**src/rtl/cpu_regfile.sv**
```systemverilog
// SM83 architectural register file: 8-bit ALU operand ports, CHNZ flags, 16-bit pairs, and the IDU.
// Optional macro REGFILE_POST_BOOT_EN: reset loads the DMG post-boot register state instead of all zeros.
module cpu_regfile (
   input  logic        clk,
   input  logic        reset,
   input  logic [3:0]  rd_a_sel,
   output logic [7:0]  rd_a_data,
   input  logic [3:0]  rd_b_sel,
   output logic [7:0]  rd_b_data,
   input  logic        wr8_en,
   input  logic [3:0]  wr8_sel,
   input  logic [7:0]  wr8_data,
   input  logic        flag_wr_en,
   input  logic [3:0]  flag_in,
   output logic [3:0]  flags,
   input  logic        wr16_en,
   input  logic [2:0]  wr16_sel,
   input  logic [15:0] wr16_data,
   input  logic [2:0]  rd16_sel,
   output logic [15:0] rd16_data,
   input  logic        idu_en,
   input  logic        idu_dec,
   input  logic [2:0]  idu_sel,
   output logic [15:0] pc
);

   localparam int NP = 6;
   // Pair order BC, DE, HL, SP, PC, WZ; 8-bit codes of each pair's high and low byte.
   localparam logic [3:0] HI_CODE [NP] = '{4'd0, 4'd2, 4'd4, 4'd9,  4'd11, 4'd13};
   localparam logic [3:0] LO_CODE [NP] = '{4'd1, 4'd3, 4'd5, 4'd10, 4'd12, 4'd14};
   localparam logic [3:0] CODE_A = 4'd7;
   localparam logic [3:0] CODE_F = 4'd8;

`ifdef REGFILE_POST_BOOT_EN
   localparam logic [7:0]  RST_A = 8'h01;
   localparam logic [3:0]  RST_F = 4'hB;
   localparam logic [15:0] RST_PAIR [NP] =
      '{16'h0013, 16'h00D8, 16'h014D, 16'hFFFE, 16'h0100, 16'h0000};
`else
   localparam logic [7:0]  RST_A = 8'h00;
   localparam logic [3:0]  RST_F = 4'h0;
   localparam logic [15:0] RST_PAIR [NP] =
      '{16'h0000, 16'h0000, 16'h0000, 16'h0000, 16'h0000, 16'h0000};
`endif

   logic [15:0] pair_q [NP];
   logic [15:0] pair_d [NP];
   logic [7:0]  a_q, a_d;
   logic [3:0]  f_q, f_d;   // F[7:4] only; the low nibble is never stored
   logic [7:0]  byte_view [16];

   // Later assignments win, giving per-byte priority wr16 > wr8 > flags > idu.
   always_comb begin
      for (int p = 0; p < NP; p++) begin
         pair_d[p] = pair_q[p];
         if (idu_en && idu_sel == 3'(p))
            pair_d[p] = idu_dec ? pair_q[p] - 16'd1 : pair_q[p] + 16'd1;
         if (wr8_en && wr8_sel == HI_CODE[p])
            pair_d[p][15:8] = wr8_data;
         if (wr8_en && wr8_sel == LO_CODE[p])
            pair_d[p][7:0] = wr8_data;
         if (wr16_en && wr16_sel == 3'(p))
            pair_d[p] = wr16_data;
      end
      a_d = (wr8_en && wr8_sel == CODE_A) ? wr8_data : a_q;
      f_d = f_q;
      if (flag_wr_en)
         f_d = flag_in;
      if (wr8_en && wr8_sel == CODE_F)
         f_d = wr8_data[7:4];
   end

   always_ff @(posedge clk or posedge reset) begin
      if (reset) begin
         a_q <= RST_A;
         f_q <= RST_F;
         for (int p = 0; p < NP; p++)
            pair_q[p] <= RST_PAIR[p];
      end else begin
         a_q <= a_d;
         f_q <= f_d;
         for (int p = 0; p < NP; p++)
            pair_q[p] <= pair_d[p];
      end
   end

   // Codes 6 and 15 are left at zero.
   always_comb begin
      for (int i = 0; i < 16; i++)
         byte_view[i] = 8'h00;
      for (int p = 0; p < NP; p++) begin
         byte_view[HI_CODE[p]] = pair_q[p][15:8];
         byte_view[LO_CODE[p]] = pair_q[p][7:0];
      end
      byte_view[CODE_A] = a_q;
      byte_view[CODE_F] = {f_q, 4'h0};
   end

   always_comb begin
      case (rd16_sel)
         3'd0:    rd16_data = pair_q[0];
         3'd1:    rd16_data = pair_q[1];
         3'd2:    rd16_data = pair_q[2];
         3'd3:    rd16_data = pair_q[3];
         3'd4:    rd16_data = pair_q[4];
         3'd5:    rd16_data = pair_q[5];
         default: rd16_data = 16'h0000;
      endcase
   end

   assign rd_a_data = byte_view[rd_a_sel];
   assign rd_b_data = byte_view[rd_b_sel];
   assign flags     = f_q;
   assign pc        = pair_q[4];

endmodule

```
**config.mk**
```make
export PLATFORM = sky130hd
export DESIGN_NAME = cpu_regfile
export DESIGN_NICKNAME = d
export VERILOG_FILES = /design/src/rtl/cpu_regfile.sv
export SDC_FILE = /design/constraint.sdc
export NUM_CORES = 1
export LEC_CHECK = 0
export BUFFER_PORTS_ARGS = -buffer_cell sky130_fd_sc_hd__buf_4
export CAP_MARGIN = 20
export CORE_MARGIN = 2
export CORE_UTILIZATION = 35
export CTS_CLUSTER_DIAMETER = 150
export CTS_CLUSTER_SIZE = 8
export DETAILED_ROUTE_END_ITERATION = 8
export HOLD_SLACK_MARGIN = 0.1
export PLACE_DENSITY = 0.63
export RECOVER_POWER = 50
export SLEW_MARGIN = 20
export SYNTH_ARGS = -nofsm -noshare
export SYNTH_HDL_FRONTEND = slang
export SYNTH_SLANG_ARGS = --single-unit
export TNS_END_PERCENT = 20
```
**constraint.sdc**
```tcl
create_clock -name clk -period 3.1 [get_ports clk]
set_clock_uncertainty 0.1 [all_clocks]
set_input_delay 0.465 -clock clk [delete_from_list [all_inputs] [get_ports clk]]
set_output_delay 0.465 -clock clk [all_outputs]
set_load 0.01 [all_outputs]
```
==> results.rst, run 1 <==
.. list-table::
   :header-rows: 1

   * - Metric
     - Value
   * - Cts hold-fix bufs
     - 0
   * - Peak supply drop
     - 336 uV
   * - CP Data Required Time
     - 3.27 ns
   * - Fraction of final layout cells with drive strength greater than 1
     - 0.177
   * - Critical Setup Path Class
     - flop to flop
   * - Global-route wire length before repair
     - 78700 um
   * - Compound-Gate Fraction of Synth Area
     - 0.272
   * - Area of the placeable core
     - 35300 um2
   * - Pre-Repair DR Iteration Count
     - 6
   * - Y dimension of the die
     - 193 um
   * - Post-route minimum period
     - 2.92 ns
   * - Netlist area before placement
     - 12500 um2
   * - Maximum count of clock buffers along a single path
     - 2
   * - Boundary pin count
     - 108
   * - Remaining antenna violation count after routing
     - 0
   * - Slew @ Worst Pin
     - 1.65 ns
   * - Highest net fanout along the worst path
     - 7
   * - Hold Vio Cnt, Final
     - 0
   * - Total number of clock tree sinks
     - 108
   * - Number of H-tree levels
     - 3
   * - Worst path arrival time
     - 3.09 ns
   * - Violated checks
     - capacitance limit, slew limit
   * - Nets in the synthesized netlist
     - 1656
   * - Rel. slew slack
     - -0.0975
   * - Inserted Clock Buffers
     - 9
   * - Top area cells in the synthesized netlist
     - sky130_fd_sc_hd__dfrtp_1, sky130_fd_sc_hd__ha_1, sky130_fd_sc_hd__mux4_2
   * - Run status
     - finished with violations
   * - Count of buffers from port buffering
     - 107
   * - Highest attainable clock frequency
     - 0.342 GHz
   * - Skew-Pair Late Insertion Delay
     - 0.38 ns
   * - Vias in the first global route
     - 12300
   * - Ratio of final minimum period to clock period
     - 0.943
   * - Number of unique standard cell types used by synthesis
     - 74
   * - Unrepaired setup endpoints after global routing
     - no
   * - HP Class
     - input port to flop
   * - Detailed placer's ending HPWL
     - 40200 um
   * - Post-Route WL
     - 53300 um
   * - CTS tree
     - done
   * - Most common cell after layout, fill and taps aside
     - sky130_fd_sc_hd__nand2_1
   * - Multiplexer share of the synthesized area
     - 0.159
   * - Post-synth EDFFs
     - 0
   * - Primary FF master, synth
     - sky130_fd_sc_hd__dfrtp_1
   * - Cell Area, Placed
     - 14000 um2
   * - Total gr overflow
     - 0
   * - Number of warnings printed during yosys synthesis
     - 0
   * - Async set or reset register ratio after synthesis
     - 1.00
   * - Simple-gate portion of the synthesized area
     - 0.160
   * - Pin count of the biggest net entering global routing
     - 109
   * - Post-synthesis sequential element count
     - 108
   * - Clk slew on worst S/H paths
     - 0.08 ns
   * - Final hold slack
     - 0.302 ns
   * - Nets@finish
     - 1744
   * - Gp weighted congestion
     - 1.02
   * - Type of destination of the critical path
     - flop
   * - Number of remaining DRC errors
     - 0
   * - Synthesized area divided by synthesized cell count
     - 8.26 um2
   * - Mean number of vias per cell
     - 6.30
   * - CTS root buffer
     - sky130_fd_sc_hd__clkbuf_16
   * - Post-synthesis xor/xnor area fraction
     - 0.0520
   * - Initial antenna violation count
     - 3
   * - Area of the die
     - 37200 um2
   * - Largest family of logic cells by synthesized area
     - compound AO/OA/AOI/OAI gates
   * - Number of standard cells after synthesis
     - 1510
   * - Highest-count cells in the layout ignoring fill and taps
     - sky130_fd_sc_hd__nand2_1, sky130_fd_sc_hd__buf_4, sky130_fd_sc_hd__a21oi_1, sky130_fd_sc_hd__nor2_1, sky130_fd_sc_hd__dfrtp_1
   * - Maximum Capacitance Violations
     - 1
   * - Detailed Route Iter0 Violations
     - 1498
   * - Setup TNS
     - 0 ns
   * - PwrDens
     - 838 nW/um2
   * - Startpoint types
     - flop
   * - Fraction of synthesized cell area taken by the top area cell type
     - 0.217
   * - Detailed-route wire length per cell
     - 25.8 um
   * - Overall track demand over capacity in global routing
     - 0.288
   * - Die X-Extent
     - 193 um
   * - Post-CTS setup buffers
     - 0
   * - DR vias
     - 13000
   * - Final setup violation count
     - 0
   * - Cell taking the most area after synthesis
     - sky130_fd_sc_hd__dfrtp_1
   * - Final non-filler cell area
     - 14200 um2
   * - Arithmetic-cell share of the synthesized area counting full adders, half adders and majority gates
     - 0.0939
   * - Portion of the post-synthesis area used by sequential elements
     - 0.217
   * - Total count of max-transition violations in the final report
     - 109
   * - Starting utilization of the core area
     - 0.353
   * - Static Leak
     - 0.00600 uW
   * - Site Rows
     - 69
   * - Synth-to-layout area growth
     - 13.7%
==> synthesized netlist by cell type (14+ instances only) <==
cell and n:
sky130_fd_sc_hd__dfrtp_1 108, sky130_fd_sc_hd__o211ai_1 38, sky130_fd_sc_hd__nor3_1 26, sky130_fd_sc_hd__nand3_1 27, sky130_fd_sc_hd__nand2b_1 14, sky130_fd_sc_hd__buf_4 20, sky130_fd_sc_hd__mux4_2 43, sky130_fd_sc_hd__xnor2_1 45
sky130_fd_sc_hd__o21ai_0 106, sky130_fd_sc_hd__a221oi_1 18, sky130_fd_sc_hd__a22o_1 26, sky130_fd_sc_hd__buf_2 14, sky130_fd_sc_hd__clkbuf_1 63, sky130_fd_sc_hd__mux2_2 43, sky130_fd_sc_hd__nor2_1 125, sky130_fd_sc_hd__a21oi_1 129
sky130_fd_sc_hd__nor2b_1 21, sky130_fd_sc_hd__ha_1 84, sky130_fd_sc_hd__and3_1 15, sky130_fd_sc_hd__inv_1 24, sky130_fd_sc_hd__a31oi_1 16, sky130_fd_sc_hd__nand2_1 176, sky130_fd_sc_hd__mux2i_1 49, sky130_fd_sc_hd__xor2_1 29
sky130_fd_sc_hd__o21ai_1 31, sky130_fd_sc_hd__o22ai_1 33, sky130_fd_sc_hd__a21o_1 39
==> logic make-up after synthesis <==
kind of cell / after synthesis
AOI/OAI and AO/OA: 526
xor gates and xnor gates: 74
buffers and inverters: 132
adders and majority gates: 90
DFF: 108
and+or+nand+nor: 443
muxes: 137
==> path summary, 6_finish.rpt <==
path                            start             to  slack, ns  cells past startpoint
min reg2reg                    a_q[0]         a_q[0]       0.43                      1
max                             pc[1]          pc[8]       0.18                      9
max in group asynchronous       reset          pc[5]       1.28                      3
min                        flag_in[0]       flags[0]       0.30                      3
max reg2reg                     pc[1]          pc[8]       0.18                      9
min in group asynchronous       reset  byte_view[94]       0.57                      3
==> state kept, by name (all words and copies together), names as in the netlist <==
register   count
byte_view     80
flags          4
pc            16
a_q            8
==> layout make-up <==
| type | instances | area [um2] |
|---|---|---|
| Fill cell | 3622 | 21100 |
| Clock inverter | 6 | 48.8 |
| Timing Repair Buffer | 184 | 1330 |
| Tap cell | 461 | 577 |
| Sequential cell | 108 | 2700 |
| Multi-Input combinational cell | 1270 | 9190 |
| Inverter | 25 | 95.1 |
| Antenna cell | 2 | 5.00 |
| Clock buffer | 10 | 229 |
==> what timing repair did <==
action                                 4_1_cts  5_1_grt
resized for setup                            0        1
endpoints found under the hold margin        0        0
setup endpoints to repair                    0        1
==> per-stage QoR <==
step / std cells / setup WS, ns / power, uW / utilization
global placement: 2048 / 0.00629 / 10400 / 0.395
detailed placement: 2048 / -0.0176 / 10600 / 0.396
finish: 2066 / 0.175 / 11900 / 0.401
CTS: 2064 / 0.157 / 11800 / 0.403
floorplan: 1510 / 0.454 / 7980 / -
global route: 2066 / 0.0540 / 12700 / 0.401
==> routing by layer <==
layer / wire, um / vias up / global-route usage / part of all wire
li1: - / 5864 / - / -
met1: 21700 / 6282 / 0.385 / 0.41
met2: 23000 / 732 / 0.439 / 0.43
met3: 5050 / 144 / 0.0451 / 0.095
met4: 3430 / 0 / 0.165 / 0.064
met5: 0 / - / 0 / 0
==> worst max-delay path, cell delays in order, from the launching register on <==
cell	delay, ns
sky130_fd_sc_hd__dfrtp_1	0.54
sky130_fd_sc_hd__fa_1	0.47
sky130_fd_sc_hd__a21o_1	0.17
sky130_fd_sc_hd__a21oi_1	0.18
sky130_fd_sc_hd__o21bai_1	0.12
sky130_fd_sc_hd__a2111oi_1	0.47
sky130_fd_sc_hd__nor3_1	0.14
sky130_fd_sc_hd__xor2_1	0.18
sky130_fd_sc_hd__mux2i_1	0.11
sky130_fd_sc_hd__a311oi_1	0.33
==> where the power goes <==
group | switching [uW] | total [uW] | internal (uW)
clock | 626 | 1180 | 554
combinational | 3900 | 7550 | 3650
sequential | 1200 | 3150 | 1950
No activity file was read; power rests on OpenSTA's default activity.
==> run 2, diff against run 1 <==
Settings changed: CORE_UTILIZATION 35 to 50, PLACE_DENSITY 0.63 to 0.81.
==> results.rst, run 2 (synthesized netlist as in run 1, its figures left out) <==
.. list-table::
   :header-rows: 1

   * - Metric
     - Value
   * - Fraction of final layout cells with drive strength greater than 1
     - 0.185 (+0.00740)
   * - Cell with the largest stage delay on the worst path
     - sky130_fd_sc_hd__mux4_1
   * - Y dimension of the die
     - 162 um (-16%)
   * - Post-CTS setup buffers
     - 0 (unchanged)
   * - Pin count of the biggest net entering global routing
     - 109 (unchanged)
   * - Clk slew on worst S/H paths
     - 0.08 ns (about the same)
   * - Mean number of vias per cell
     - 6.83 (+8.4%)
   * - Highest attainable clock frequency
     - 0.346 GHz (+1.2%)
   * - Flip-flop count of the largest register, all copies and words added
     - 80 (unchanged)
   * - Critical Setup Path Class
     - input port to output pin
   * - Maximum Capacitance Violations
     - 1 (unchanged)
   * - Placed insts
     - 1929 (-5.8%)
   * - Number of standard cells in the final layout excluding fillers
     - 1948 (-5.7%)
   * - Power, Total
     - 12000 uW (+1.0%)
   * - Count of buffers from port buffering
     - 107 (unchanged)
   * - Violated checks
     - capacitance limit, slew limit
   * - Detailed Route Iter0 Violations
     - 1874 (+25%)
   * - Ratio of final minimum period to clock period
     - 0.932 (-0.0112)
   * - Area of the die
     - 26200 um2 (-29%)
   * - Delay of the slowest cell on the worst path
     - 0.71 ns (+0.17 ns)
   * - Sum of buffers and inverters on the critical path
     - 2 (+2)
   * - Slew @ Worst Pin
     - 1.63 ns (-0.0130 ns)
   * - PwrDens
     - 849 nW/um2 (+1.2%)
   * - CTS root buffer
     - sky130_fd_sc_hd__clkbuf_16
   * - Die X-Extent
     - 162 um (-16%)
   * - Total gr overflow
     - 0 (unchanged)
   * - Highest-count cells in the layout ignoring fill and taps
     - sky130_fd_sc_hd__buf_4, sky130_fd_sc_hd__nand2_1, sky130_fd_sc_hd__a21oi_1, sky130_fd_sc_hd__nor2_1, sky130_fd_sc_hd__dfrtp_1
   * - DR vias
     - 13300 (+2.2%)
   * - Startpoint types
     - input port
   * - Vias in the first global route
     - 12600 (+2.9%)
   * - Top Family by Delay on Critical Path
     - multiplexers
   * - Gp weighted congestion
     - 1.05 (+2.4%)
   * - Boundary pin count
     - 108 (unchanged)
   * - HP Class
     - input port to flop
   * - Number of remaining DRC errors
     - 0 (unchanged)
   * - Static Leak
     - 0.00609 uW (+1.6%)
   * - Cts hold-fix bufs
     - 0 (unchanged)
   * - Area of the placeable core
     - 24400 um2 (-31%)
   * - Crit path top cell by count
     - sky130_fd_sc_hd__buf_4
   * - Total number of clock tree sinks
     - 108 (unchanged)
   * - Nets@finish
     - 1762 (+1.0%)
   * - Total count of max-transition violations in the final report
     - 109 (unchanged)
   * - Number of H-tree levels
     - 3 (unchanged)
   * - Highest net fanout along the worst path
     - 36 (+29)
   * - Worst path arrival time
     - 2.32 ns (-0.77 ns)
   * - Detailed placer's ending HPWL
     - 38200 um (-4.9%)
   * - Starting utilization of the core area
     - 0.511 (+0.158)
   * - Initial antenna violation count
     - 2 (-1)
   * - Run status
     - finished with violations
   * - CP Data Required Time
     - 2.53 ns (-0.74 ns)
   * - Type of destination of the critical path
     - output pin
   * - Hold Vio Cnt, Final
     - 0 (unchanged)
   * - Overall track demand over capacity in global routing
     - 0.386 (+0.0980)
   * - Synth-to-layout area growth
     - 13.5%
   * - Detailed-route wire length per cell
     - 26.0 um (+0.82%)
   * - Inserted Clock Buffers
     - 9 (unchanged)
   * - Rel. slew slack
     - -0.0888 (+0.00868)
   * - Global-route wire length before repair
     - 76500 um (-2.7%)
   * - Pre-Repair DR Iteration Count
     - 8 (+2)
   * - Most common cell after layout, fill and taps aside
     - sky130_fd_sc_hd__buf_4
   * - Remaining antenna violation count after routing
     - 0 (unchanged)
   * - Number of instances resized during post-cts repair
     - 0 (unchanged)
   * - Maximum count of clock buffers along a single path
     - 2 (unchanged)
   * - Post-Route WL
     - 50600 um (-4.9%)
   * - Post-route minimum period
     - 2.89 ns (-0.0346 ns)
   * - Crit-path cells
     - buf_4 -> mux4_1 -> mux4_2 -> buf_4
   * - Site Rows
     - 57 (-17%)
   * - CTS tree
     - done
   * - Unrepaired setup endpoints after global routing
     - no
   * - Fill cell count
     - 2248 (-38%)
   * - Peak supply drop
     - 531 uV (+58%)
   * - Skew-Pair Late Insertion Delay
     - 0.37 ns (about the same)
   * - Final setup violation count
     - 0 (unchanged)
[run 2: final timing paths]
path	startpoint	endpoint	slack, ns	cells past startpoint
worst max-delay path	rd_b_sel[1]	rd_b_data[0]	0.21	4
worst min-delay path	flag_in[3]	flags[3]	0.31	3
worst max register to register	byte_view[81]	byte_view[92]	0.25	9
worst min register to register	a_q[3]	a_q[3]	0.44	1
max in group asynchronous	reset	byte_view[114]	1.26	3
min in group asynchronous	reset	byte_view[87]	0.59	3
[run 2: power breakdown]
group	total [uW]	internal, uW	switching, uW
Sequential	3150	1950	1210
Clock	1210	625	587
Combinational	7640	3740	3900
[run 2: layout make-up]
type / instances / area, um2 / area share
Multi-Input combinational cell: 1270 / 9180 / 0.649
Timing Repair Buffer: 202 / 1470 / 0.104
Clock buffer: 11 / 233 / 0.0164
Tap cell: 324 / 405 / 0.0286
Antenna cell: 4 / 10.0 / 0.000707
Inverter: 25 / 95.1 / 0.00672
Clock inverter: 4 / 51.3 / 0.00363
Sequential cell: 108 / 2700 / 0.191
[run 2: per-stage QoR]
| step | utilization | worst slack (ns) | instance area, um2 | hold slack [ns] | TNS [ns] |
|---|---|---|---|---|---|
| finish | 0.580 | 0.210 | 14100 | 0.310 | 0 |
| global route | 0.580 | 0.132 | 14100 | 0.323 | 0 |
| CTS | 0.583 | 0.256 | 14200 | 0.217 | 0 |
| detailed placement | 0.571 | -0.0354 | 13900 | 0.417 | -0.0587 |
| global placement | 0.571 | 0.0439 | 13900 | 0.408 | 0 |
| floorplan | - | 0.454 | 12500 | 0.392 | 0 |
[run 2: tightest hold or removal path: stages]
cell                      delay [ns]
sky130_fd_sc_hd__buf_4          0.08
sky130_fd_sc_hd__mux2i_1        0.06
sky130_fd_sc_hd__a21oi_1        0.13
[run 2: layer usage]
metal	track usage	part of all wire	wire length [um]
met5	0	0	0
met4	0.224	0.070	3550
met3	0.0878	0.13	6650
met2	0.572	0.42	21200
met1	0.516	0.38	19200
